`config.mk`:
```
export PLATFORM = sky130hd
export DESIGN_NAME = ua_address_pipe
export DESIGN_NICKNAME = d
export VERILOG_FILES = /design/src/rtl/ua_address_pipe.sv
export SDC_FILE = /design/constraint.sdc
export NUM_CORES = 1
export LEC_CHECK = 0
export BUFFER_PORTS_ARGS = -buffer_cell sky130_fd_sc_hd__buf_2
export CORE_MARGIN = 8
export CORE_UTILIZATION = 40
export CTS_BUF_LIST = sky130_fd_sc_hd__clkbuf_8
export DETAILED_ROUTE_END_ITERATION = 7
export SLEW_MARGIN = 20
export SYNTH_ARGS = -nofsm -noshare
export SYNTH_HDL_FRONTEND = slang
export SYNTH_SLANG_ARGS = --single-unit
```
`constraint.sdc`:
```
create_clock -name CLK -period 6.45 [get_ports CLK]
set_input_delay 1.29 -clock CLK [delete_from_list [all_inputs] [get_ports CLK]]
set_output_delay 1.29 -clock CLK [all_outputs]
set_load 0.005 [all_outputs]
```
`src/rtl/ua_address_pipe.sv`:
```
// ua_address_pipe
//   Address-generation unit for load/store reservation stations. Each issue
//   computes base+offset, carries it through a LAT-stage pipeline together
//   with the destination register, the issuing RS ID and the store data, and
//   lands in a DEPTH-entry result FIFO. The FIFO head is offered to the CDB.
//
//   A credit counter (occupancy) covers queued plus in-flight entries. Every
//   accepted issue therefore owns a FIFO slot, and the pipeline never stalls.
//
// Ports
//   CLK, CLR          clock, synchronous active-high reset
//   start             issue request, accepted when busy=0
//   finalizado        CDB has consumed the head entry (pop)
//   ID_RS_in          issuing reservation-station ID
//   Dado1, Dado2      offset and base address
//   Dado3             store data
//   OP_Rd             {opcode, Rd}; only Rd is kept
//   Resultado         head entry {Rd, ID_RS, address}, 0 when empty
//   StoreData         head entry store data, 0 when empty
//   ovf               head entry carry-out of the address add, 0 when empty
//   confirmacao       head entry valid
//   busy              no credit left (occupancy == DEPTH)
//   desWrAS           CDB write disable, NOT confirmacao
//   occupancy         queued + in-flight entries
module ua_address_pipe #(
    parameter int DW    = 16,
    parameter int RSW   = 4,
    parameter int RDW   = 3,
    parameter int OPW   = 3,
    parameter int DEPTH = 4,
    parameter int LAT   = 1
) (
    input  logic                          CLK,
    input  logic                          CLR,
    input  logic                          start,
    input  logic                          finalizado,
    input  logic [RSW-1:0]                ID_RS_in,
    input  logic [DW-1:0]                 Dado1,
    input  logic [DW-1:0]                 Dado2,
    input  logic [DW-1:0]                 Dado3,
    input  logic [OPW+RDW-1:0]            OP_Rd,
    output logic [RDW+RSW+DW-1:0]         Resultado,
    output logic [DW-1:0]                 StoreData,
    output logic                          ovf,
    output logic                          confirmacao,
    output logic                          busy,
    output logic                          desWrAS,
    output logic [$clog2(DEPTH+1)-1:0]    occupancy
);

    localparam int PW = $clog2(DEPTH);
    localparam int CW = $clog2(DEPTH+1);

    typedef struct packed {
        logic [RDW-1:0] rd;
        logic [RSW-1:0] id;
        logic [DW-1:0]  addr;
        logic           carry;
        logic [DW-1:0]  sdata;
    } entry_t;

    // Unsigned address add; the extra MSB is the carry-out.
    function automatic logic [DW:0] add_carry(input logic [DW-1:0] a,
                                              input logic [DW-1:0] b);
        return {1'b0, a} + {1'b0, b};
    endfunction

    // Pointer increment modulo DEPTH, so non-power-of-two depths wrap correctly.
    function automatic logic [PW-1:0] ptr_inc(input logic [PW-1:0] p);
        return (p == PW'(DEPTH-1)) ? '0 : p + 1'b1;
    endfunction

    // The opcode is never stored; the reduction only marks those bits as intentionally dropped.
    logic unused_opcode;
    assign unused_opcode = ^OP_Rd[OPW+RDW-1:RDW];

    logic [LAT:1]  vld_q, vld_d;
    entry_t        pipe_q [1:LAT];
    entry_t        pipe_d [1:LAT];
    entry_t        mem_q  [DEPTH];
    logic [PW-1:0] wr_ptr_q, wr_ptr_d;
    logic [PW-1:0] rd_ptr_q, rd_ptr_d;
    logic [CW-1:0] cnt_q, cnt_d;
    logic [CW-1:0] occ_q, occ_d;
    logic          accept, push, pop;
    logic [DW:0]   sum;
    entry_t        head;

    always_comb begin
        busy   = (occ_q == CW'(DEPTH));
        accept = start && !busy;
        pop    = finalizado && (cnt_q != '0);
        push   = vld_q[LAT];
        sum    = add_carry(Dado1, Dado2);

        // Stage 1: capture the issue and the address sum.
        vld_d[1]  = accept;
        pipe_d[1] = '{rd: OP_Rd[RDW-1:0], id: ID_RS_in, addr: sum[DW-1:0],
                      carry: sum[DW], sdata: Dado3};

        // Stages 2..LAT: plain delay, one issue per cycle, no stall.
        for (int k = 2; k <= LAT; k++) begin
            vld_d[k]  = vld_q[k-1];
            pipe_d[k] = pipe_q[k-1];
        end

        // Queue tail: the last stage writes the FIFO at the next edge.
        wr_ptr_d = push ? ptr_inc(wr_ptr_q) : wr_ptr_q;
        rd_ptr_d = pop  ? ptr_inc(rd_ptr_q) : rd_ptr_q;
        cnt_d    = cnt_q + CW'(push) - CW'(pop);
        // Credits are taken at accept time, so an in-flight entry always has a slot.
        occ_d    = occ_q + CW'(accept) - CW'(pop);
    end

    always_ff @(posedge CLK) begin
        if (CLR) begin
            vld_q    <= '0;
            wr_ptr_q <= '0;
            rd_ptr_q <= '0;
            cnt_q    <= '0;
            occ_q    <= '0;
        end else begin
            vld_q    <= vld_d;
            wr_ptr_q <= wr_ptr_d;
            rd_ptr_q <= rd_ptr_d;
            cnt_q    <= cnt_d;
            occ_q    <= occ_d;
        end
    end

    // Data registers carry no reset; validity is tracked by vld_q and cnt_q.
    always_ff @(posedge CLK) begin
        for (int k = 1; k <= LAT; k++) begin
            pipe_q[k] <= pipe_d[k];
        end
        if (push) begin
            mem_q[wr_ptr_q] <= pipe_q[LAT];
        end
    end

    // Head presentation, forced to zero while the queue is empty.
    always_comb begin
        head        = mem_q[rd_ptr_q];
        confirmacao = (cnt_q != '0);
        desWrAS     = !confirmacao;
        occupancy   = occ_q;
        Resultado   = confirmacao ? {head.rd, head.id, head.addr} : '0;
        StoreData   = confirmacao ? head.sdata : '0;
        ovf         = confirmacao ? head.carry : 1'b0;
    end

endmodule

```
Word-level counts from Yosys, hierarchy flattened
Memory sizes are Yosys's and may differ from the RTL's. A register that Yosys moved wholly into a read port is not among the register bits. Cells that the tools add are included.

RAM bits: 200. Output and inout bits: 46. Register bits: 11. Memories: 2. Input bits: 62.

Memories: mem_q (words 4, bits a word 40, read ports 1, clocked after memory_dff 1, write ports 1, RTL line 80) `entry_t mem_q [DEPTH];`; pipe_q (words 1, bits a word 40, read ports 1, clocked after memory_dff 0, write ports 1, RTL line 78) `entry_t pipe_q [1:LAT];`.

Equality and inequality tests: 3. Reduce and logical (&&, ||, !) cells: 5. $add $sub $neg: 7. Multiplexer cells: 9.

Operator list (number): $mux W23 (1); $add A16 B16 Y17 (1); $mux W16 (1); $mux W2 (4); $add A3 B1 Y3 (2); $sub A3 B1 Y3 (2); $add A2 B1 Y2 const B (2); $eq A2 B2 Y1 const B (2); $eq A3 B3 Y1 const B (1); $mux W1 (3); $reduce_bool A3 Y1 (1); $logic_and A1 B1 Y1 (2); $logic_not A1 Y1 (2).

Longest topological paths before layout
Depth in word-level cells: 5. Depth in mapped cells: 12. Depth with buffers taken out: 11.

Worst setup path before layout
No wires, ideal clock.

Path kind: in2reg. Start point: in Dado1[0]. End point: mem pipe_q[1][27] (netlist name). Data arrival time: 3061 ps. Path slack: 3310 ps. Data required time: 6371 ps. Stages: 7. Cells stage by stage: ha_1 -> fa_1 -> a21o_1 -> a221oi_4 -> o2bb2ai_2 -> or4b_1 -> o211ai_1.

Longest elaborated chain between the ends: 1.

Ends and longest elaborated chain: start, declared (RTL line 38) `input logic [DW-1:0] Dado1,`; $add A16 B16 Y17 (RTL line 65) `return {1'b0, a} + {1'b0, b};`; named net sum[10] (RTL line 86) `logic [DW:0] sum;`; end, declared (RTL line 78).

The timed path passes the listed nets, and every way through them passes these cells.

==> run_results.csv <==
group,metric,value,unit
run_status,status,"completed",
floorplan,pin_count,108,
sta,clock_skew,16.9,ps
yosys,synth_cells,467,
setup_path,startpoint_type,"flip-flop",
sta,hold_viol,0,
yosys,ys_warn_count,0,
power,ir_drop,0.000165,V
sta,setup_viol,0,
cts,cts_tree,"built",
cells_and_area,synthToLayoutAreaGrowth,19.1,%
yosys,synth_common_cells,"edfxtp_1 (160), dfxtp_1 (53), and2_1 (44)",
placed_design,portBuffers,104,
min_path,holdPathStages,0,
cts,clkLatencyLatePin,500,ps
routing,wl,15.7,mm
setup_path,rrSetupSlack,3360,ps
placed_design,post-dp-hpwl,9.65,mm
power,p_total,3670,uW
sta,rsz0062_at_grt,"false",
sta,fin_crit_sh,0.567,
cells_and_area,post-route-cell-area,0.00982,mm2
cts,clk_pin_slew,60,ps
grt,grt_pass1_vias,4845,
cts,clockRootBuffer,"clkbuf_8",
sta,max_slew.worst_pin.slew,861,ps
min_path,min_to,"mem_q[0][6]",
sta,fin_setup_tns,0,ps
yosys,synthArstFlopShare,0,
placed_design,dpl-instance-area,0.00907,mm2
yosys,synth.most_common_cell,"edfxtp_1",
floorplan,die-area,0.0255,mm2
flow_run,max_cap_violations,0,
cts,postCtsSetupBuffers,0,
cts,cts_resized,0,
routing,drtPass1Iterations,4,
setup_path,crit_slowest_cell,"dfxtp_4",
cts,cts-buffers-inserted,36,
yosys,synth_nets,556,
yosys,yosysUniqueCellTypes,44,
grt,grt_max_degree,44,
yosys,synth_area_leaders,"edfxtp_1 (58%), dfxtp_1 (13%), mux4_2 (11%)",
setup_path,endpoint_kind,"primary output",
yosys,avgSynthCellArea,17.6,um2
setup_path,crit_path_max_incr_delay,920,ps
cts,htree_num_levels,2,
min_path,min_path_type,"reg -> reg",
floorplan,dieWidth,160,um
yosys,ys_seq_area_frac,0.712,
setup_path,worstPathRequired,5160,ps
grt,grt_overflow,0,
floorplan,die_y,160,um
routing,drc_errors,0,
sta,timing.fmax,0.274,GHz
routing,drt_iter0_markers,185,
routing,viasPerCell,4.91,
cells_and_area,drive_gt1_frac,0.332,
setup_path,crit_type,"reg -> out",
sta,fin_crit,3660,ps
grt,antenna_found_initial,1,
sta,drv_slew,0,
floorplan,rows,52,
routing,vias,4374,
yosys,synthesis.area,0.00824,mm2
floorplan,initial_core_util,0.407,
yosys,synth_top_area_frac,0.583,
cts,cts.hold.buffers_added,0,
setup_path,critPathArrivalTime,2370,ps
setup_path,r2r-end,"occupancy[2]",
floorplan,core_area,0.0202,mm2
setup_path,crit_fanout,40,
routing,final_antenna_net_count,0,
setup_path,reg2reg_from,"cnt_q[1]",
placed_design,routabilityCongestion,0.885,
yosys,synth_edf_count,160,
yosys,synth_top_flop_cell,"edfxtp_1",
cells_and_area,layout.nets,684,
setup_path,reg2reg_depth,11,
cells_and_area,antenna_cells,0,
routing,wl_per_cell,17.6,um
sta,max_slew_margin,0.426,
grt,grt_usage,0.124,
grt,grt_pass1_wl,25.1,mm
power,powerDensity,373,mW/mm2
setup_path,path_cells,"mux4_2, and2_1, buf_2",
cts,cts.sinks,213,
yosys,synth_top_area_cell,"edfxtp_1",
yosys,synth_seq_cells,213,
power,leakage,0.00366,uW
min_path,min_from,"pipe_q[1][6]",
cts,clockBufferDepth,3,
[stage by stage]
step	hold slack [ps]	util	instances	setup WS, ps
floorplan	438	-	467	3310
global placement	448	0.448	827	3070
detailed placement	464	0.448	827	3050
finish	472	0.485	891	2790
global route	489	0.485	891	2600
CTS	477	0.485	891	2680
[state kept, by name, indices dropped and copies added, names as in the netlist, named ones only]
| name | count |
|---|---|
| cnt_q | 3 |
| mem_q | 160 |
| occupancy | 3 |
| pipe_q | 40 |
| push | 1 |
| rd_ptr_q | 2 |
| wr_ptr_q | 2 |
[layout make-up]
| class | count | area, um2 |
|---|---|---|
| Timing Repair Buffer | 108 | 551 |
| Clock buffer | 45 | 619 |
| Fill cell | 1740 | 10400 |
| Multi-Input combinational cell | 223 | 2260 |
| Tap cell | 270 | 338 |
| Sequential cell | 213 | 5870 |
| Clock inverter | 19 | 125 |
| Inverter | 13 | 48.8 |
[cells by family (layout without fill, tap and decap cells)]
logic type	Yosys count	after routing	synth area share
AO/OA/AOI/OAI	45	45	0.0386
flip-flops	213	213	0.712
AND/OR/NAND/NOR	94	94	0.0636
adder cells (fa/ha/maj)	27	27	0.0437
multiplexers	42	42	0.112
buffers and inverters	31	185	0.0147
XOR/XNOR	15	15	0.0159
[power by group]
group | internal [uW] | leakage (uW) | switching [uW]
Clock | 705 | 0.000430 | 492
Combinational | 402 | 0.00134 | 348
Sequential | 1600 | 0.00190 | 121
Total | 2700 | 0.00366 | 961
[worst max-delay path, delay by kind of cell (launching register included)]
kind / cells / cell delay [ps]
muxes: 1 / 600
and+or+nand+nor: 1 / 190
DFF: 1 / 920
buffers and inverters: 1 / 130
[placed cells by master, fill, tap and decap left out, types with 9 or more instances in the layout]
cell type  count
edfxtp_1     160
buf_2        104
dfxtp_1       51
clkbuf_8      45
mux4_2        40
and2_1        40
inv_1         26
ha_1          24
a21oi_1       16
nor2_1        16
nand2_1       11
xnor2_1        9
[layer usage]
metal / track usage / part of all wire / vias to the layer above
met5: 0 / 0.00083 / -
met4: 0.0540 / 0.024 / 2
met3: 0.0315 / 0.054 / 38
met2: 0.215 / 0.50 / 147
met1: 0.143 / 0.42 / 2122
li1: - / - / 2065
[worst max-delay path by stage]
stage / endpoint / depth (start not counted)
floorplan: pipe_q[1][27] / 7
global placement: pipe_q[1][16] / 8
detailed placement: pipe_q[1][16] / 8
CTS: Resultado[8] / 3
global route: Resultado[6] / 3
finish: Resultado[8] / 3
(Power assumes the default switching activity.)
